File: config.mk
export PLATFORM = sky130hd
export DESIGN_NAME = mmio_uart_tx
export DESIGN_NICKNAME = d
export VERILOG_FILES = /design/src/rtl/mmio_uart_tx_pkg.sv /design/src/rtl/mmio_uart_tx_sync_fifo.sv /design/src/rtl/mmio_uart_tx.sv
export SDC_FILE = /design/constraint.sdc
export NUM_CORES = 1
export LEC_CHECK = 0
export CAP_MARGIN = 10
export CORE_MARGIN = 3
export CORE_UTILIZATION = 44
export DETAILED_ROUTE_END_ITERATION = 16
export GPL_ROUTABILITY_DRIVEN = 0
export PLACE_DENSITY_LB_ADDON = 0.1
export SYNTH_ARGS = -nofsm -noshare
export SYNTH_HDL_FRONTEND = slang
export SYNTH_SLANG_ARGS = --single-unit
File: constraint.sdc
create_clock -name clk -period 3.15 [get_ports clk]
set_input_delay 0.7875 -clock clk [delete_from_list [all_inputs] [get_ports clk]]
set_output_delay 0.7875 -clock clk [all_outputs]
set_load 0.01 [all_outputs]
File: src/rtl/mmio_uart_tx_pkg.sv
// rtl/mmio_uart_tx_pkg.sv - register map, STATUS bit positions and FSM state type for mmio_uart_tx
package mmio_uart_tx_pkg;

  localparam logic [1:0] REG_TXDATA = 2'd0;
  localparam logic [1:0] REG_STATUS = 2'd1;
  localparam logic [1:0] REG_BAUD   = 2'd2;
  localparam logic [1:0] REG_CTRL   = 2'd3;

  localparam int ST_FULL    = 0;
  localparam int ST_EMPTY   = 1;
  localparam int ST_BUSY    = 2;
  localparam int ST_OVF     = 3;
  localparam int ST_CNT_LSB = 4;

`ifdef MMIO_UART_TX_PARITY_EN
  typedef enum logic [2:0] {
    IDLE   = 3'd0,
    START  = 3'd1,
    DATA   = 3'd2,
    STOP   = 3'd3,
    PARITY = 3'd4
  } tx_state_t;
`else
  typedef enum logic [2:0] {
    IDLE  = 3'd0,
    START = 3'd1,
    DATA  = 3'd2,
    STOP  = 3'd3
  } tx_state_t;
`endif

  // STATUS count field is 4 bits wide; deeper FIFOs report 15 when fuller
  function automatic logic [3:0] sat_count(input logic [31:0] c);
    return (c > 32'd15) ? 4'd15 : c[3:0];
  endfunction

endpackage

File: src/rtl/mmio_uart_tx_sync_fifo.sv
// rtl/mmio_uart_tx_sync_fifo.sv - sync_fifo: synchronous-reset FIFO with full/empty/count, guarded push/pop
module sync_fifo #(
  parameter int WIDTH = 8,
  parameter int DEPTH = 8,
  localparam int AW   = $clog2(DEPTH)
) (
  input  logic             clk,
  input  logic             rst,
  input  logic             push,
  input  logic [WIDTH-1:0] din,
  input  logic             pop,
  output logic [WIDTH-1:0] dout,
  output logic             full,
  output logic             empty,
  output logic [AW:0]      count
);

  logic [WIDTH-1:0] r_mem [DEPTH];
  logic [AW-1:0]    r_wr_ptr;
  logic [AW-1:0]    r_rd_ptr;
  logic [AW:0]      r_count;
  logic             w_push;
  logic             w_pop;

  assign full   = (r_count == (AW+1)'(DEPTH));
  assign empty  = (r_count == '0);
  assign count  = r_count;
  assign dout   = r_mem[r_rd_ptr];
  assign w_push = push & ~full;
  assign w_pop  = pop & ~empty;

  always_ff @(posedge clk) begin
    if (w_push) r_mem[r_wr_ptr] <= din;
  end

  always_ff @(posedge clk) begin
    if (rst) begin
      r_wr_ptr <= '0;
      r_rd_ptr <= '0;
      r_count  <= '0;
    end else begin
      if (w_push) r_wr_ptr <= r_wr_ptr + 1'b1;
      if (w_pop)  r_rd_ptr <= r_rd_ptr + 1'b1;
      r_count <= r_count + {{AW{1'b0}}, w_push} - {{AW{1'b0}}, w_pop};
    end
  end

endmodule

File: src/rtl/mmio_uart_tx.sv
// rtl/mmio_uart_tx.sv - memory-mapped 8N1 UART transmitter; MMIO_UART_TX_PARITY_EN adds a parity bit
module mmio_uart_tx
  import mmio_uart_tx_pkg::*;
#(
  parameter int DATA_WIDTH       = 32,
  parameter int FIFO_DEPTH       = 8,
  parameter int DEFAULT_BAUD_DIV = 434
) (
  input  logic                  clk,
  input  logic                  rst,
  input  logic [DATA_WIDTH-1:0] wd,
  input  logic [31:0]           address,
  input  logic                  we,
  input  logic                  re,
  output logic [DATA_WIDTH-1:0] rd,
  output logic                  tx,
  output logic                  tx_busy
);

  localparam int CW = $clog2(FIFO_DEPTH) + 1;

  tx_state_t   r_state;
  logic [15:0] r_baud;
  logic        r_enable;
  logic        r_overflow;
  logic [7:0]  r_shift;
  logic [2:0]  r_bit_idx;
  logic [15:0] r_cnt;
  logic [15:0] r_period;
  logic        r_tx;
`ifdef MMIO_UART_TX_PARITY_EN
  logic        r_parity_en;
  logic        r_odd;
  logic        r_frame_par_en;
  logic        r_par_bit;
`endif

  logic [1:0]    w_sel;
  logic          w_wr_tx;
  logic          w_full;
  logic          w_empty;
  logic [CW-1:0] w_count;
  logic [7:0]    w_fifo_dout;
  logic          w_cnt_done;
  logic          w_start;
  logic [15:0]   w_period;
  logic [31:0]   w_rd32;
  logic          w_unused_bits;

  assign w_sel         = address[3:2];
  assign w_wr_tx       = we && (w_sel == REG_TXDATA);
  assign w_cnt_done    = (r_cnt == 16'd0);
  assign w_period      = (r_baud == 16'd0) ? 16'd1 : r_baud;
  // STOP's last cycle hands straight to the next START so frames abut
  assign w_start       = r_enable && !w_empty &&
                         ((r_state == IDLE) || ((r_state == STOP) && w_cnt_done));
  assign w_unused_bits = ^{address[31:4], address[1:0], wd[DATA_WIDTH-1:16]};

  sync_fifo #(.WIDTH(8), .DEPTH(FIFO_DEPTH)) u_fifo (
    .clk  (clk),
    .rst  (rst),
    .push (w_wr_tx),
    .din  (wd[7:0]),
    .pop  (w_start),
    .dout (w_fifo_dout),
    .full (w_full),
    .empty(w_empty),
    .count(w_count)
  );

  always_ff @(posedge clk) begin
    if (rst) begin
      r_baud     <= 16'(DEFAULT_BAUD_DIV);
      r_enable   <= 1'b1;
      r_overflow <= 1'b0;
`ifdef MMIO_UART_TX_PARITY_EN
      r_parity_en <= 1'b0;
      r_odd       <= 1'b0;
`endif
    end else begin
      if (we && (w_sel == REG_BAUD)) r_baud <= wd[15:0];
      if (we && (w_sel == REG_CTRL)) begin
        r_enable <= wd[0];
`ifdef MMIO_UART_TX_PARITY_EN
        r_parity_en <= wd[1];
        r_odd       <= wd[2];
`endif
      end
      if (w_wr_tx && w_full)
        r_overflow <= 1'b1;
      else if (we && (w_sel == REG_STATUS) && wd[ST_OVF])
        r_overflow <= 1'b0;
    end
  end

  always_ff @(posedge clk) begin
    if (rst) begin
      r_state   <= IDLE;
      r_tx      <= 1'b1;
      r_shift   <= 8'd0;
      r_bit_idx <= 3'd0;
      r_cnt     <= 16'd0;
      r_period  <= 16'd1;
`ifdef MMIO_UART_TX_PARITY_EN
      r_frame_par_en <= 1'b0;
      r_par_bit      <= 1'b0;
`endif
    end else if (w_start) begin
      r_state   <= START;
      r_tx      <= 1'b0;
      r_shift   <= w_fifo_dout;
      r_bit_idx <= 3'd0;
      r_period  <= w_period;
      r_cnt     <= w_period - 16'd1;
`ifdef MMIO_UART_TX_PARITY_EN
      r_frame_par_en <= r_parity_en;
      r_par_bit      <= (^w_fifo_dout) ^ r_odd;
`endif
    end else if (r_state != IDLE) begin
      if (!w_cnt_done) begin
        r_cnt <= r_cnt - 16'd1;
      end else begin
        r_cnt <= r_period - 16'd1;
        case (r_state)
          START: begin
            r_state <= DATA;
            r_tx    <= r_shift[0];
          end
          DATA: begin
            if (r_bit_idx == 3'd7) begin
`ifdef MMIO_UART_TX_PARITY_EN
              if (r_frame_par_en) begin
                r_state <= PARITY;
                r_tx    <= r_par_bit;
              end else
`endif
              begin
                r_state <= STOP;
                r_tx    <= 1'b1;
              end
            end else begin
              r_shift   <= {1'b0, r_shift[7:1]};
              r_tx      <= r_shift[1];
              r_bit_idx <= r_bit_idx + 3'd1;
            end
          end
`ifdef MMIO_UART_TX_PARITY_EN
          PARITY: begin
            r_state <= STOP;
            r_tx    <= 1'b1;
          end
`endif
          default: begin
            r_state <= IDLE;
            r_tx    <= 1'b1;
          end
        endcase
      end
    end
  end

  always_comb begin
    w_rd32 = 32'd0;
    if (re) begin
      case (w_sel)
        REG_STATUS: begin
          w_rd32[ST_FULL]           = w_full;
          w_rd32[ST_EMPTY]          = w_empty;
          w_rd32[ST_BUSY]           = tx_busy;
          w_rd32[ST_OVF]            = r_overflow;
          w_rd32[ST_CNT_LSB +: 4]   = sat_count(32'(w_count));
        end
        REG_BAUD: w_rd32[15:0] = r_baud;
        REG_CTRL: begin
          w_rd32[0] = r_enable;
`ifdef MMIO_UART_TX_PARITY_EN
          w_rd32[1] = r_parity_en;
          w_rd32[2] = r_odd;
`endif
        end
        default: w_rd32 = 32'd0;
      endcase
    end
  end

  assign rd      = DATA_WIDTH'(w_rd32);
  assign tx      = r_tx;
  assign tx_busy = (r_state != IDLE) | ~w_empty;

endmodule
Word level (Yosys, flattened, before mapping)
Memory sizes are Yosys's and may differ from the RTL's. A register that Yosys moved wholly into a read port is not among the register bits.
Cells that the tools add are included.
{"block": "op_classes", "muxes": 29, "bitwise_logic": 6, "reduce_logical": 27, "eq_ne": 11, "addsub": 8}
{"cell": "16-bit two-way mux", "count": 5}
{"cell": "8-bit two-way mux", "count": 6}
{"cell": "16-bit by 1-bit subtractor with 16-bit output (second input constant)", "count": 3}
{"cell": "16-bit zero test", "count": 2}
{"cell": "7-bit case mux with 2 select lines", "count": 1}
{"cell": "1-bit two-way mux", "count": 11}
{"cell": "3-bit by 1-bit adder with 3-bit output (second input constant)", "count": 3}
{"cell": "1-bit logical AND", "count": 9}
{"cell": "3-bit two-way mux", "count": 3}
{"cell": "4-bit AND reduction", "count": 2}
{"cell": "2-bit nonzero test", "count": 4}
{"cell": "3-bit by 2-bit == test with 1-bit output (second input constant)", "count": 2}
{"cell": "3-bit case mux with 2 select lines", "count": 1}
{"cell": "3-bit AND reduction", "count": 2}
{"cell": "4-bit by 1-bit adder with 4-bit output", "count": 1}
{"cell": "2-bit == test (second input constant)", "count": 2}
{"cell": "4-bit == test (second input constant)", "count": 1}
{"cell": "4-bit zero test", "count": 1}
{"cell": "4-bit by 1-bit subtractor with 4-bit output", "count": 1}
{"cell": "3-bit by 1-bit == test with 1-bit output (second input constant)", "count": 1}
{"cell": "3-bit == test (second input constant)", "count": 1}
{"cell": "3-bit zero test", "count": 1}
{"cell": "3-bit by 2-bit != test with 1-bit output (second input constant)", "count": 1}
{"cell": "1-bit inverter", "count": 3}
{"cell": "other kinds (13)", "count": 14}
{"block": "word_totals", "out_inout_bits": 34, "reg_bits": 75, "in_bits": 68, "mem_bits_rw": 64, "word_cells": 95, "mem_count": 1}
{"name": "u_fifo.r_mem", "words": 8, "word_bits": 8, "read_ports": 1, "rd_ports_with_merged_regs": 1, "wr": 1, "line": "mmio_uart_tx_sync_fifo.sv:18", "text": "logic [WIDTH-1:0] r_mem [DEPTH];"}

Logic depth before layout (Yosys ltp)
Gate-level depths: netlist (run 1).
{"block": "depth", "depth_word": 7, "depth_mapped": 16, "ltp_nobuf": 14}

Cells and area by module
From an unflattened synthesis (run 1), not the netlist that was laid out.
{"block": "hier_totals", "cells_unflattened": 660, "area_unflattened_um2": 6887.9}
{"module": "mmio_uart_tx", "seq_area_each_um2": 1281.2, "cells_per_inst": 486, "instances": 1, "area_each_um2": 3707.3}
{"module": "sync_fifo", "seq_area_each_um2": 2182.1, "cells_per_inst": 174, "instances": 1, "area_each_um2": 3180.6}

Worst setup path before layout (run 1)
Ideal clock, no wire load.
{"block": "synth_timing", "kind": "register to register", "from": "reg r_cnt[0]", "to": "reg u_fifo.r_count[2] (netlist: u_fifo.count[2])", "period_less_slack_ns": 3.315, "path_buffers": 4, "t_required_ns": 3.022, "setup_time_ns": 0.128, "path_stages_with_launch": 16, "path_slack_ns": -0.165, "arrival_ns": 3.188, "cell_sequence": "dfxtp_1 nor4_2 and4_1 buf_6 a31oi_4 inv_2 clkbuf_1 clkbuf_1 clkbuf_1 ha_1 inv_1 ha_1 inv_1 fa_1 xor2_1 nor2_1"}
{"block": "synth_via", "elab_chain_cells": 6}
{"item": "from (decl)", "line": "mmio_uart_tx.sv:28", "text": "logic [15:0] r_cnt;"}
{"item": "from (signal assigned)", "line": "mmio_uart_tx.sv:114", "text": "r_cnt <= w_period - 16'd1;"}
{"item": "from (signal assigned)", "line": "mmio_uart_tx.sv:121", "text": "r_cnt <= r_cnt - 16'd1;"}
{"item": "from (signal assigned)", "line": "mmio_uart_tx.sv:123", "text": "r_cnt <= r_period - 16'd1;"}
{"item": "16-bit zero test", "line": "mmio_uart_tx.sv:52", "text": "assign w_cnt_done = (r_cnt == 16'd0);"}
{"item": "1-bit logical AND", "line": "mmio_uart_tx.sv:56", "text": "((r_state == IDLE) || ((r_state == STOP) && w_cnt_done));"}
{"item": "1-bit logical OR", "line": "mmio_uart_tx.sv:56"}
{"item": "1-bit logical AND", "line": "mmio_uart_tx.sv:55", "text": "assign w_start = r_enable && !w_empty &&"}
{"item": "1-bit bitwise AND", "line": "mmio_uart_tx_sync_fifo.sv:30", "text": "assign w_pop = pop & ~empty;"}
{"item": "named net u_fifo.w_pop", "line": "mmio_uart_tx_sync_fifo.sv:23", "text": "logic w_pop;"}
{"item": "4-bit by 1-bit subtractor with 4-bit output", "line": "mmio_uart_tx_sync_fifo.sv:44", "text": "r_count <= r_count + {{AW{1'b0}}, w_push} - {{AW{1'b0}}, w_pop};"}
{"item": "to (signal assigned)", "line": "mmio_uart_tx_sync_fifo.sv:44"}
{"item": "to (decl)", "line": "mmio_uart_tx_sync_fifo.sv:21", "text": "logic [AW:0] r_count;"}
The timed path passes the listed nets, and every way through them passes these cells.
A chain may end at the register's enable or synchronous reset.

Final worst setup path (run 1)
{"block": "layout_timing", "from": "reg u_fifo.r_count[2] (netlist: u_fifo.count[2])", "to": "reg r_cnt[10]"}
{"block": "layout_via", "elab_chain_cells": 5, "word_cells_on_any_way": 6, "cone_classes": "mux (1); reduce/logical (5)"}
{"item": "4-bit zero test *", "line": "mmio_uart_tx_sync_fifo.sv:26", "text": "assign empty = (r_count == '0);"}
{"item": "1-bit zero test *", "line": "mmio_uart_tx.sv:55"}
{"item": "1-bit logical AND * (2 in a row)", "line": "mmio_uart_tx.sv:55"}
{"item": "16-bit two-way mux or 2-bit nonzero test (tied branches)"}
Mark *: on every way between the ends. The rest lies on a longest branch, timed or not.

==> results of run 1 <==
routing by layer:
metal	share of wire	wire (um)
met4	0.018	285
met5	0	0
met2	0.45	7200
met3	0.052	824
met1	0.48	7570
layout by cell type (no fill, tap or decap), types with 3 or more instances in the layout:
cell type | synthesis | routed
nand2_1 | 102 | 102
dfxtp_1 | 77 | 75
edfxtp_1 | 64 | 64
a21oi_1 | 51 | 51
buf_4 | 16 | 51
nor2_1 | 47 | 47
o21ai_0 | 21 | 21
clkdlybuf4s50_1 | 0 | 21
nor3_1 | 18 | 18
clkbuf_16 | 0 | 18
ha_1 | 21 | 17
mux4_2 | 16 | 16
conb_1 | 1 | 16
mux2i_1 | 16 | 15
inv_1 | 14 | 13
and3_1 | 12 | 11
xor2_1 | 11 | 11
dlygate4sd2_1 | 0 | 11
o211ai_1 | 9 | 9
a211oi_1 | 9 | 9
a31oi_1 | 7 | 7
nand3b_1 | 6 | 6
a211o_1 | 5 | 5
xnor2_1 | 5 | 5
a22oi_2 | 0 | 4
and2_1 | 4 | 4
ha_2 | 0 | 4
clkinv_4 | 0 | 4
clkdlybuf4s15_1 | 0 | 4
or4_1 | 3 | 3
o21a_1 | 3 | 3
a22oi_1 | 7 | 3
nand2b_1 | 3 | 3
nor2b_1 | 3 | 3
a311oi_1 | 3 | 3
timing repair:
item | 4_1_cts | 5_1_grt
buffers inserted | 0 | 3
endpoints found under the hold margin | 0 | 0
pin swaps | 0 | 2
hold buffers | 0 | 0
endpoints found under the setup margin | 16 | 14
gates resized for setup | 18 | 19
kinds of logic (layout without fill, tap and decap cells):
| group | Yosys count | after routing |
|---|---|---|
| flip-flops | 141 | 141 |
| AND/OR/NAND/NOR | 220 | 220 |
| other | 1 | 16 |
| adder cells (fa/ha/maj) | 22 | 22 |
| buffers and inverters | 64 | 139 |
| AO/OA/AOI/OAI | 132 | 132 |
| XOR/XNOR | 16 | 16 |
| multiplexers | 33 | 33 |
worst max-delay path, stage by stage (launching register included):
cell and delay (ns):
dfxtp_1 0.32, inv_1 0.07, ha_1 0.16, or3b_4 0.41, and3_4 0.21, a31oi_4 0.16, inv_2 0.09, a211o_1 0.28
nand2_1 0.09, ha_2 0.20, o2111ai_2 0.13, nor3_2 0.17, buf_4 0.15, o21ai_0 0.10, xor2_1 0.18, a211oi_1 0.22
state kept, by name, indices dropped and copies added (netlist names), 4 cells and up, named ones only:
register / flops
r_period: 16
u_fifo.r_mem: 64
u_fifo.count: 4
r_cnt: 16
r_shift: 8
r_baud: 16
cell type report:
type                    instances  area share
well taps                     184      0.0285
multi-input cells             439       0.365
inverters                      15     0.00698
repair buffers                 92      0.0969
flip-flops and latches        141       0.430
clock buffers                  21      0.0597
clock inverters                11      0.0132
worst min path at each step:
stage | depth (start not counted) | slack (ns) | from | endpoint
detailed placement | 2 | 0.45 | r_shift[4]$_SDFFE_PP0P_ | r_shift[4]$_SDFFE_PP0P_
global route | 2 | 0.47 | r_shift[5]$_SDFFE_PP0P_ | r_shift[5]$_SDFFE_PP0P_
global placement | 2 | 0.44 | r_shift[5]$_SDFFE_PP0P_ | r_shift[5]$_SDFFE_PP0P_
finish | 2 | 0.46 | r_shift[4]$_SDFFE_PP0P_ | r_shift[4]$_SDFFE_PP0P_
CTS | 2 | 0.46 | r_shift[4]$_SDFFE_PP0P_ | r_shift[4]$_SDFFE_PP0P_
floorplan | 2 | 0.44 | r_shift[2]$_SDFFE_PP0P_ | r_shift[2]$_SDFFE_PP0P_
metrics by stage:
step	util	hold WS (ns)	instance area [um^2]	power [mW]	TNS, ns
2_1_floorplan	-	0.436	6690	4.28	0
3_3_place_gp	0.506	0.444	7410	5.04	-1.23
3_5_place_dp	0.506	0.448	7410	5.09	-1.90
4_1_cts	0.546	0.456	7990	7.05	0
5_1_grt	0.551	0.474	8070	7.54	-0.0817
6_report	0.551	0.457	8070	7.10	0
report_power, final:
part / switching (mW) / internal, mW / leakage (nW)
sequential: 0.221 / 2.16 / 1.21
combinational: 1.55 / 1.21 / 1.61
clock: 0.773 / 1.18 / 0.289
total: 2.54 / 4.56 / 3.11
==> metrics.md, run 1 <==
| Metric | Value |
|---|---|
| Post-Synth XOR/XNOR Area | `0.0212` |
| Root Driver | `clkbuf_16` |
| Die area | `16500 um^2` |
| Clk_lat worst skew | `0.42 ns` |
| Area Overhead vs Synth | `22.0%` |
| Worst-Margin Slew | `0.943 ns` |
| Worst-path fanout max | `5` |
| Clock Skew | `0.00877 ns` |
| Worst vdd ir | `469 uV` |
| Slew HR | `0.371` |
| FF-to-FF path depth | `15` |
| Crit path launch | `u_fifo.count[2]$_SDFF_PP0_` |
| WP data required | `3.48 ns` |
| Met1 usage | `0.287` |
| Yosys reg bits | `141` |
| Max-slew violation count | `0` |
| Simple-Gate Fraction of Synth Area | `0.157` |
| Worst Setup Start Kind | `register` |
| DR vias/cell | `5.50` |
| Htree depth | `4` |
| Share of layout cells above drive strength 1 | `0.181` |
| Cells after Synth | `629` |
| P_leak | `3.11 nW` |
| Starting Density | `0.452` |
| Ant. Diodes | `0` |
| Commonest cells post-synth | `102 x nand2_1, 77 x dfxtp_1, 64 x edfxtp_1` |
| Top cells by area, synth | `edfxtp_1 29%, dfxtp_1 23%, nand2_1 5.8%, mux4_2 5.4%, ha_1 4.0%` |
| Fin crit period | `3.05 ns` |
| Cell with the most instances after synthesis | `nand2_1` |
| Fin crit share | `0.969` |
| Arrival @ worst endpoint | `3.39 ns` |
| Post-synthesis mux area share | `0.0804` |
| Met3 usage | `0.0444` |
| DRT Pass-1 Iters | `5` |
| Largest family of logic cells by synthesized area | `simple AND/OR/NAND/NOR gates` |
| Pwr Density | `880 nW/um^2` |
| Worst R2R Setup Slack | `0.1 ns` |
| Largest net degree at the start of global routing | `48` |
| Final count of hold timing violations | `0` |
| DP Cell Count | `868` |
| Fmax | `328 MHz` |
| Final WL | `15.9 mm` |
| Clock sinks | `141` |
| Critical Path Sink | `r_cnt[10]$_SDFFE_PP0N_` |
| Gr usage total | `0.203` |
| Die extent in x | `129 um` |
| Most Crowded Layer GR | `met2` |
| Ys Warns | `0` |
| Sequential share of the synthesized area | `0.524` |
| Worst Setup Path Type | `reg2reg` |
| First-pass GRT wire length | `25.8 mm` |
| Setup Viol. Count Final | `0` |
| FF-to-FF End | `r_cnt[10]$_SDFFE_PP0N_` |
| Core area | `14600 um^2` |
| Rows | `44` |
| Compound-Gate Fraction of Synth Area | `0.128` |
| Register Area | `3470 um^2` |
| Met2 GRT Util | `0.310` |
| Remaining antenna violation count | `0` |
| R2r startpoint | `u_fifo.count[2]$_SDFF_PP0_` |
| Clk buf depth | `2` |
| Synthesized area per cell | `10.5 um^2` |
| Fill count | `1282` |
| Yosys top cell area share | `0.291` |
| RSZ-0062 raised after global routing | `yes` |
| Status | `finished clean` |
| Post-synth EDFFs | `64` |
| Top_reg_cell synth | `dfxtp_1` |
| Iteration-0 DRC Markers | `422` |
| Drt wl/cell | `17.6 um` |
| Overflow after GRT | `0` |
| Area of the multi-input gates | `2950 um^2` |
| Fin nets | `796` |
| Post-Place Setup Slack | `-0.209 ns` |
| Slack of the critical path | `0.0968 ns` |
| Initial antenna violation count | `0` |
| CTS Buf Count | `17` |
| Worst-path clk slew | `0.06 ns` |
| Number of max-cap violations | `0` |
| Drc violations | `0` |
| Post-DP HPWL | `11.1 mm` |
| Synth area leader | `edfxtp_1` |
| Vias | `4969` |
| Non-filler cells, final | `903` |
| CP Capture Type | `register` |
| Mapped cell area | `6610 um^2` |
| Post-Synth Adder-Cell Area | `0.0428` |
| CTS tree | `done` |
| Vias in the first global route | `4940` |
| Post-synthesis cell type count | `68` |
| Io pins | `102` |
| Input/output buffers | `39` |
| HP Class | `reg2reg` |
| Die Ht | `129 um` |
| Ys async rst share | `0` |
Note: power is estimated with default switching activity, not from simulation.
==> run 2, diff against run 1 <==
Settings changed: CORE_MARGIN 3 to default, RECOVER_POWER from default to 100, REMOVE_ABC_BUFFERS from default to 1.
==> run 2 against run 1 <==
  * Flip-flop and latch count unchanged
  * Sequential power is essentially flat
  * Clock power rose by 5%
  * Power up 1.1%
  * Critical endpoint is now rd[2]
  * Wire length shrank 0.91%
  * Via count shrank 0.36%
  * Sequential share of layout area up 0.20 points
  * Clock skew is 0.0024 ns lower
==> metrics.md, run 2 (synthesis gave the netlist of run 1 again) <==
| Metric | Value |
|---|---|
| Slew HR | `0.233 (was 0.371)` |
| Setup Viol. Count Final | `0 (unchanged)` |
| Power Internal | `4.54 mW (was 4.56 mW)` |
| Pwr Density | `894 nW/um^2 (was 880 nW/um^2)` |
| Fin nets | `797 (was 796)` |
| Worst-path fanout max | `8 (was 5)` |
| Fin crit share | `0.980 (was 0.969)` |
| WHS Endpoint | `r_period[7]$_SDFFE_PP0N_ (was r_shift[4]$_SDFFE_PP0P_)` |
| HP Class | `reg2reg (unchanged)` |
| Vias in the first global route | `4990 (was 4940)` |
| Final instance area | `8020 um^2 (was 8070 um^2)` |
| Post-Place Setup Slack | `-0.190 ns (was -0.209 ns)` |
| Slack of the critical path | `0.0616 ns (was 0.0968 ns)` |
| WP data required | `2.36 ns (was 3.48 ns)` |
| DRT Pass-1 Iters | `5 (unchanged)` |
| Die extent in x | `125 um (was 129 um)` |
| Max reg flops | `64 (unchanged)` |
| Overflow after GRT | `0 (unchanged)` |
| Largest stage delay, worst path | `0.44 ns (was 0.41 ns)` |
| Iteration-0 DRC Markers | `335 (was 422)` |
| Final count of hold timing violations | `0 (unchanged)` |
| Status | `finished clean (unchanged)` |
| Gr usage total | `0.213 (was 0.203)` |
| Slowest CP cell | `clkdlybuf4s50_1 (was or3b_4)` |
| Die area | `15500 um^2 (was 16500 um^2)` |
| FF-to-FF path depth | `16 (was 15)` |
| Worst-Margin Slew | `1.15 ns (was 0.943 ns)` |
| Clk network pwr share | `0.285 (was 0.275)` |
| Critical path buffers and inverters | `4 (was 3)` |
| Rows | `44 (unchanged)` |
| Switching Share | `0.367 (was 0.358)` |
| Input/output buffers | `39 (unchanged)` |
| Io pins | `102 (unchanged)` |
| Most frequent cell on the critical path | `buf_4` |
| Worst-path clk slew | `0.06 ns (about the same)` |
| Initial antenna violation count | `0 (unchanged)` |
| CTS Buf Count | `17 (unchanged)` |
| FF-to-FF End | `r_cnt[8]$_SDFFE_PP0N_ (was r_cnt[10]$_SDFFE_PP0N_)` |
| Die Ht | `125 um (was 129 um)` |
| CP Capture Type | `primary output (was register)` |
| P_leak | `3.01 nW (was 3.11 nW)` |
| Root Driver | `clkbuf_16 (unchanged)` |
| R2r startpoint | `u_fifo.count[2]$_SDFF_PP0_ (unchanged)` |
| Hold path depth | `2 (unchanged)` |
| Worst Setup Path Type | `in2out (was reg2reg)` |
| Final WL | `15.7 mm (was 15.9 mm)` |
| Vias | `4951 (was 4969)` |
| Reg with most FFs | `u_fifo.r_mem (unchanged)` |
| Worst vdd ir | `392 uV (was 469 uV)` |
| Hold Buf Count CTS | `0 (unchanged)` |
| Remaining antenna violation count | `0 (unchanged)` |
| Htree depth | `4 (unchanged)` |
| Core area | `14600 um^2 (about the same)` |
| First-pass GRT wire length | `25.7 mm (was 25.8 mm)` |
| Fmax | `324 MHz (was 328 MHz)` |
| Reg power frac | `0.334 (was 0.336)` |
| Drt wl/cell | `17.4 um (was 17.6 um)` |
| CP top delay family | `buffers and inverters (was compound AO/OA/AOI/OAI gates)` |
| Switch Pwr | `2.63 mW (was 2.54 mW)` |
| Post-DP HPWL | `10.8 mm (was 11.1 mm)` |
| Crit. path cell count | `7 (was 15)` |
| RSZ-0062 raised after global routing | `yes (unchanged)` |
| Clock sinks | `141 (unchanged)` |
| Crit path cell chain | `clkdlybuf4s50_1 > buf_4 > ha_1 > buf_4 > a22oi_1 > nor2_1 > dlygate4sd2_1 (was inv_1 > ha_1 > or3b_4 > and3_4 > a31oi_4 > inv_2 > a211o_1 > nand2_1 > ha_2 > o2111ai_2 > nor3_2 > buf_4 > o21ai_0 > xor2_1 > a211oi_1)` |
| Clock Skew | `0.00638 ns (was 0.00877 ns)` |
| Combinational power share | `0.381 (was 0.389)` |
| CTS tree | `done (unchanged)` |
| Drc violations | `0 (unchanged)` |
| HP Start | `r_period[7]$_SDFFE_PP0N_ (was r_shift[4]$_SDFFE_PP0P_)` |
| Area Overhead vs Synth | `21.3% (was 22.0%)` |
| Worst R2R Setup Slack | `0.09 ns (was 0.1 ns)` |
| Setup TNS | `0 ns (unchanged)` |
| Ant. Diodes | `0 (unchanged)` |
| Fin crit period | `3.09 ns (was 3.05 ns)` |
| Most frequent cells in the layout | `100 x nand2_1, 77 x dfxtp_1, 64 x edfxtp_1 (was 102 x nand2_1, 75 x dfxtp_1, 64 x edfxtp_1)` |
| Number of max-cap violations | `0 (unchanged)` |
| Placed Area | `7420 um^2 (was 7410 um^2)` |
| Arrival @ worst endpoint | `2.30 ns (was 3.39 ns)` |
| Clk buf depth | `2 (unchanged)` |
| Max-slew violation count | `0 (unchanged)` |
| DR vias/cell | `5.48 (was 5.50)` |
| Largest net degree at the start of global routing | `57 (was 48)` |
| Share of layout cells above drive strength 1 | `0.153 (was 0.181)` |
| Starting Density | `0.453 (was 0.452)` |
| Leading cell type in the layout, fill and taps excluded | `nand2_1 (unchanged)` |
| Clk_lat worst skew | `0.43 ns (was 0.42 ns)` |
| Worst Setup Start Kind | `input port (was register)` |
==> run 2: cell types whose count changed in the layout (fill, tap and decap cells not counted), sizes merged, moves of 4 or more <==
cell           before  now
clkdlybuf4s25       0    6
clkinv              6    2
dlygate4sd3         0   10
buf                54   35
clkbuf             21   37
inv                18   22
clkdlybuf4s15       4    0
clkdlybuf4s50      21   11
==> run 2: cell type report <==
class | count | area (um^2)
fillers | 1289 | 6570
flip-flops and latches | 141 | 3460
multi-input cells | 439 | 2950
repair buffers | 93 | 721
clock buffers | 17 | 425
well taps | 184 | 230
clock inverters | 15 | 176
inverters | 15 | 56.3
==> run 2: worst min-delay path: stages (launching register included) <==
cell	delay [ns]
dfxtp_1	0.31
nand2_1	0.05
a21oi_1	0.05
==> run 2: worst max-delay path by stage <==
stage                               startpoint                      to  slack (ns)
global placement                    address[2]                   rd[0]       -0.17
CTS                                 address[3]                   rd[2]      -0.004
floorplan           u_fifo.count[2]$_SDFF_PP0_  r_cnt[10]$_SDFFE_PP0N_       -0.70
finish                              address[2]                   rd[2]        0.06
global route                        address[2]                   rd[6]       -0.04
detailed placement                  address[2]                   rd[0]       -0.19
==> run 2: metal layers <==
metal / part of all wire / routed length (um) / global-route usage / vias up
li1: - / - / - / 2410
met1: 0.48 / 7630 / 0.300 / 2378
met2: 0.45 / 7120 / 0.325 / 142
met3: 0.050 / 787 / 0.0434 / 21
met4: 0.013 / 203 / 0.0730 / 0
met5: 0 / 0 / 0 / -
==> run 2: power groups by stage <==
stage / combinational, mW / clock (mW) / sequential, mW
final: 2.73 / 2.05 / 2.40
after global routing: 3.02 / 2.14 / 2.43
after CTS: 2.71 / 2.06 / 2.40
after detailed placement: 2.65 / 0 / 2.43
after global placement: 2.60 / 0 / 2.42
after floorplan: 1.74 / 0 / 2.40
==> run 2: timing repair <==
action	CTS	global route
setup buffers	2	0
resized for setup	19	18
pin swaps	2	3
setup endpoints to repair	21	21
==> run 2: through the flow <==
stage	hold WS, ns	power (mW)	cells	util
6_report	0.460	7.17	904	0.550
5_1_grt	0.471	7.59	904	0.550
4_1_cts	0.460	7.17	904	0.553
3_5_place_dp	0.449	5.08	870	0.509
3_3_place_gp	0.443	5.02	870	0.509
2_1_floorplan	0.430	4.14	595	-
==> variant 1 (settings of run 1) <==
The 4 states of `tx_state_t` get a one-hot encoding in 4 bits.
--- a/src/rtl/mmio_uart_tx_pkg.sv
+++ b/src/rtl/mmio_uart_tx_pkg.sv
@@ -23,7 +23,7 @@
 `else
-  typedef enum logic [2:0] {
-    IDLE  = 3'd0,
-    START = 3'd1,
-    DATA  = 3'd2,
-    STOP  = 3'd3
+  typedef enum logic [3:0] {
+    IDLE  = 4'b0001,
+    START = 4'b0010,
+    DATA  = 4'b0100,
+    STOP  = 4'b1000
   } tx_state_t;
Behaviour: no difference found for any inputs over 4 cycles, from zero or initial values and one cycle with rst high; so few cycles prove little.
==> variant 1 against run 1 <==
  * Global-route usage down 0.34 points
  * Final area rose by 0.99%
  * Synthesized area is 2.3% higher
  * Sequential cell count rose by 2
  * Total power barely moved
  * Wire length up 1.2%
  * Setup slack better by 14 ps
  * Non-clock buffer count decreased by 3
  * Critical endpoint is now rd[2]
  * Largest power group unchanged
==> variant 1: results (changes against run 1) <==
result of the run completed; number of DRC markers in iteration 0 324 (-23%); Post-Synth Adder-Cell Area 0.0326 (-0.0102); final cell count without fillers 889 (-1.6%); share of layout cells above drive strength 1 0.196 (+0.0149); setup slack of the most critical reg-to-reg path 160 ps (+60 ps); instance count after placement with tap cells included 851 (-2.0%); hold buffers post-CTS 0 (unchanged); Hold Worst Slack 461 ps (+3.93 ps); GRT Resource Usage Total 0.199 (-0.00341); max reg flops 64 (unchanged); Reg with most FFs u_fifo.r_mem; number of warnings printed during yosys synthesis 0 (unchanged); Leak 3.03 nW (-2.4%); worst-case clock buffer depth 2 (unchanged); Post-synth EDFFs 64 (unchanged); maximum fanout along the worst path 8 (+3); reg-to-reg critical path endpoint r_cnt[12]; startpoint of the worst-slack reg-to-reg timing path u_fifo.count[2]; synthesized-area fraction occupied by ao, oa, aoi and oai cells 0.134 (+0.00676); slew margin rel. 0.412 (+0.0406); capture point of the critical path rd[2]; First-pass DRT Iterations 5 (unchanged); ratio of routed vias to standard cells 5.55 (+0.90%); average wire length per cell after detail routing 18.1 microns (+2.8%); biggest area contributors in the synthesized netlist sky130_fd_sc_hd__edfxtp_1 (28%), sky130_fd_sc_hd__dfxtp_1 (23%), sky130_fd_sc_hd__mux4_2 (5.3%); ys flop type sky130_fd_sc_hd__dfxtp_1; Max Clock Skew 7.77 ps (-0.993 ps); share of flip-flops with an asynchronous set or reset after synthesis 0 (unchanged); post-synthesis xor/xnor area fraction 0.0246 (+0.00341); global-route wire length before repair 25.6 mm (-0.88%); multiplexer area fraction after synthesis 0.0696 (-0.0109); CTS HTree Levels 4 (unchanged); count of buffers from port buffering 39 (unchanged); Post-layout nets 777 (-2.4%); Min-Delay Path Class reg2reg; top cells by count, synth sky130_fd_sc_hd__nand2_1 (87), sky130_fd_sc_hd__dfxtp_1 (79), sky130_fd_sc_hd__edfxtp_1 (64), sky130_fd_sc_hd__nor2_1 (57), sky130_fd_sc_hd__a21oi_1 (48); via count of the first global-routing pass 4782 (-3.2%); clock insertion delay at the later pin of the skew report 430 ps; number of cells traversed by the worst register-to-register path 11 (-4); Setup crit start address[3]; data arrival time at the worst-slack endpoint 2250 ps (-1140 ps); initial antenna violation count 0 (unchanged); sequential element share of the synthesized area 0.518 (-0.00580); cell count after synthesis 622 (-1.1%); clock root buffer sky130_fd_sc_hd__clkbuf_16; total clock buffers created by CTS 17 (unchanged); antenna cell count 0 (unchanged); Fill cells 1309 (+2.1%); Worst IR Drop VDD 0.511 mV (+9.0%); maximum number of pins on one net before global-route repair 46 (-4.2%); clock slew seen by the registers of the worst setup and hold paths 70 ps; library cells used by synthesis 73 (+7.4%); HPWL Detailed 11.3 mm (+1.3%)
## variant 1: cell types whose count changed after synthesis, sizes merged, moves of 8 or more
cell | run 1 | this run
nand2 | 102 | 87
a31oi | 8 | 0
nand3b | 6 | 14
a211oi | 10 | 20
nor2 | 49 | 57
o21ai | 22 | 11
## variant 1: through the flow
stage | setup slack [ps] | area [sq um] | utilization | TNS, ps | power (mW)
after floorplan | 17.7 | 6840 | - | 0 | 4.32
after global placement | -144 | 7480 | 0.505 | -1140 | 4.89
after detailed placement | -206 | 7480 | 0.505 | -1850 | 4.95
after CTS | 55.5 | 8080 | 0.546 | 0 | 7.02
after global routing | 3.31 | 8150 | 0.550 | 0 | 7.51
final | 111 | 8150 | 0.550 | 0 | 7.10
## variant 1: repair_timing
action / 4_1_cts / 5_1_grt
gates resized for setup: 17 / 9
setup buffers: 0 / 6
pin swaps: 0 / 3
setup endpoints to repair: 16 / 14
## variant 1: layout make-up
class | instances | area [sq um] | share of cell area
clock inverter | 15 | 193 | 0.0236
tap | 184 | 230 | 0.0283
sequential | 143 | 3500 | 0.430
multi-input combinational | 429 | 3010 | 0.370
inverter | 12 | 47.5 | 0.00584
timing repair buffer | 89 | 737 | 0.0904
clock buffer | 17 | 425 | 0.0522
## variant 1: report_power, final
| part | leakage [nW] | total [mW] | internal [mW] | switching (mW) |
|---|---|---|---|---|
| Sequential | 1.22 | 2.34 | 2.13 | 0.205 |
| Clock | 0.302 | 2.07 | 1.15 | 0.921 |
| Combinational | 1.51 | 2.70 | 1.21 | 1.49 |
| Total | 3.03 | 7.10 | 4.49 | 2.61 |
## variant 1: cell families after synthesis
| family | count (synthesis) |
|---|---|
| AOI/OAI and AO/OA | 125 |
| xor gates and xnor gates | 19 |
| adders and majority gates | 17 |
| buffers and inverters | 65 |
| DFF | 143 |
| muxes | 27 |
| other | 1 |
| and+or+nand+nor | 225 |
## variant 1: worst min path at each step
stage / start / end / cells past startpoint
CTS: r_period[13] / r_period[13] / 2
floorplan: r_period[11] / r_period[11] / 2
finish: r_period[13] / r_period[13] / 2
global route: r_period[13] / r_period[13] / 2
global placement: r_period[3] / r_period[3] / 2
detailed placement: r_period[13] / r_period[13] / 2
## variant 1: worst max-delay path, cell delays in order
cell and delay, ps:
sky130_fd_sc_hd__clkdlybuf4s50_1 510, sky130_fd_sc_hd__inv_1 90, sky130_fd_sc_hd__ha_1 200, sky130_fd_sc_hd__buf_4 160, sky130_fd_sc_hd__a22oi_1 150, sky130_fd_sc_hd__nor2_1 70, sky130_fd_sc_hd__dlygate4sd2_1 280
## variant 1: routing by layer
metal  global-route usage  wire length (microns)
met1                0.281                   7720
met2                0.308                   7460
met3               0.0520                    762
met4               0.0513                    123
met5                    0                      0
==> variant 2 (flow settings as in run 1) <==
Without the edit above. The option `MMIO_UART_TX_PARITY_EN` is turned on by a define.
--- a/src/rtl/mmio_uart_tx_pkg.sv
+++ b/src/rtl/mmio_uart_tx_pkg.sv
@@ -1,2 +1,4 @@
 // rtl/mmio_uart_tx_pkg.sv - register map, STATUS bit positions and FSM state type for mmio_uart_tx
+`define MMIO_UART_TX_PARITY_EN
+
 package mmio_uart_tx_pkg;
Formal check against the unedited RTL: not equivalent (Yosys sat finds a counterexample within 4 cycles, from zero or initial values and one cycle with rst high).
==> variant 2 against run 1 <==
  * Global-route usage up 0.23 points
  * Highest routed layer unchanged
  * Synthesized area up 3.1%
  * Largest cell class unchanged
  * Wire length up 4.2%
  * Setup slack worse by 15 ps
  * Utilization up 0.56 points
  * Critical path type is now in2out
  * Sequential cell count up 5
  * Total power up 6.2%
  * Maximum frequency down 0.48%
  * Final area up 2.5%
  * Critical path depth down 9
==> variant 2: results (changes against run 1) <==
result of the run completed; sequential element share of the synthesized area 0.523 (-0.000890); largest stage delay on the critical path 550 ps (+140 ps); vias post-DR 5262 (+5.9%); setup slack of the most critical reg-to-reg path 240 ps (+140 ps); maximum number of pins on one net before global-route repair 71 (+48%); Setup crit start address[3]; slew margin rel. 0.411 (+0.0395); portion of total power attributed to sequential cells 0.322 (-0.014); Max Clock Skew 8.84 ps (+0.0744 ps); synthesized-area fraction occupied by ao, oa, aoi and oai cells 0.130 (+0.00208); Fill cells 1296 (+1.1%); clock root buffer sky130_fd_sc_hd__clkbuf_16; clock insertion delay at the later pin of the skew report 420 ps (about the same); share of layout cells above drive strength 1 0.153 (-0.0274); First-pass DRT Iterations 5 (unchanged); HPWL Detailed 11.8 mm (+5.5%); Worst IR Drop VDD 0.479 mV (+2.3%); top cells by count, synth sky130_fd_sc_hd__nand2_1 (107), sky130_fd_sc_hd__dfxtp_1 (82), sky130_fd_sc_hd__a21oi_1 (65), sky130_fd_sc_hd__edfxtp_1 (64), sky130_fd_sc_hd__nor2_1 (59); cell with the largest stage delay on the worst path sky130_fd_sc_hd__clkdlybuf4s50_1; final cell count without fillers 940 (+4.1%); total of cells resized after clock tree synthesis 6 (-12); kind of cell adding the most delay to the critical path buffers and inverters; multiplexer area fraction after synthesis 0.0602 (-0.0202); total clock buffers created by CTS 17 (unchanged); GRT Resource Usage Total 0.205 (+0.00232); biggest area contributors in the synthesized netlist sky130_fd_sc_hd__edfxtp_1 (28%), sky130_fd_sc_hd__dfxtp_1 (24%), sky130_fd_sc_hd__nand2_1 (5.9%); switching power share of the total 0.381 (+0.0230); instance count after placement with tap cells included 908 (+4.6%); library cells used by synthesis 64 (-5.9%); reg-to-reg critical path endpoint r_cnt[14]; post-detailed-placement cell area 7610 sq um (+2.6%); post-synth top area share 0.282 (-0.00864); clock slew seen by the registers of the worst setup and hold paths 60 ps (about the same); startpoint of the worst-slack reg-to-reg timing path u_fifo.count[2]; number of cells traversed by the worst register-to-register path 11 (-4); capture point of the critical path rd[5]; worst slack after detailed placement -307 ps (-98.2 ps); Post-Synth Adder-Cell Area 0.0323 (-0.0105); number of DRC markers in iteration 0 449 (+6.4%); power in combinational cells 3.12 mW (+13%); antenna cell count 0 (unchanged); data arrival time at the worst-slack endpoint 2280 ps (-1110 ps); global-route wire length before repair 26.9 mm (+4.4%); Post-layout nets 828 (+4.0%); Hold Worst Slack 456 ps (-0.720 ps); per-instance average area after synthesis 10.1 sq um (-3.8%); post-synthesis xor/xnor area fraction 0.0316 (+0.0104); Leak 3.20 nW (+2.8%); number of warnings printed during yosys synthesis 0 (unchanged); average wire length per cell after detail routing 17.6 microns (+0.13%); power density relative to cell area 911 nW/um^2 (+3.6%); post-layout min period 3070 ps (+14.6 ps)
==> variant 2: worst min path at each step <==
stage                  from      endpoint  depth (start not counted)
6_report          r_par_bit     r_par_bit                          2
5_1_grt        r_period[13]  r_period[13]                          2
4_1_cts        r_period[10]  r_period[10]                          2
3_5_place_dp      r_par_bit     r_par_bit                          2
3_3_place_gp    r_period[7]   r_period[7]                          2
2_1_floorplan   r_period[7]   r_period[7]                          2
==> variant 2: per-layer routing <==
layer | global-route usage | vias to the layer above | wire length (microns)
met5 | 0 | - | 0
met4 | 0.0611 | 0 | 217
met3 | 0.0443 | 18 | 894
met2 | 0.324 | 149 | 7700
met1 | 0.286 | 2541 | 7750
li1 | - | 2554 | -
==> variant 2: cell type report <==
type	count	area [sq um]	share of cell area
clock buffer	17	425	0.0514
clock inverter	15	176	0.0213
inverter	15	58.8	0.00711
multi-input combinational	476	3030	0.367
sequential	146	3560	0.431
tap	184	230	0.0278
timing repair buffer	87	785	0.0948
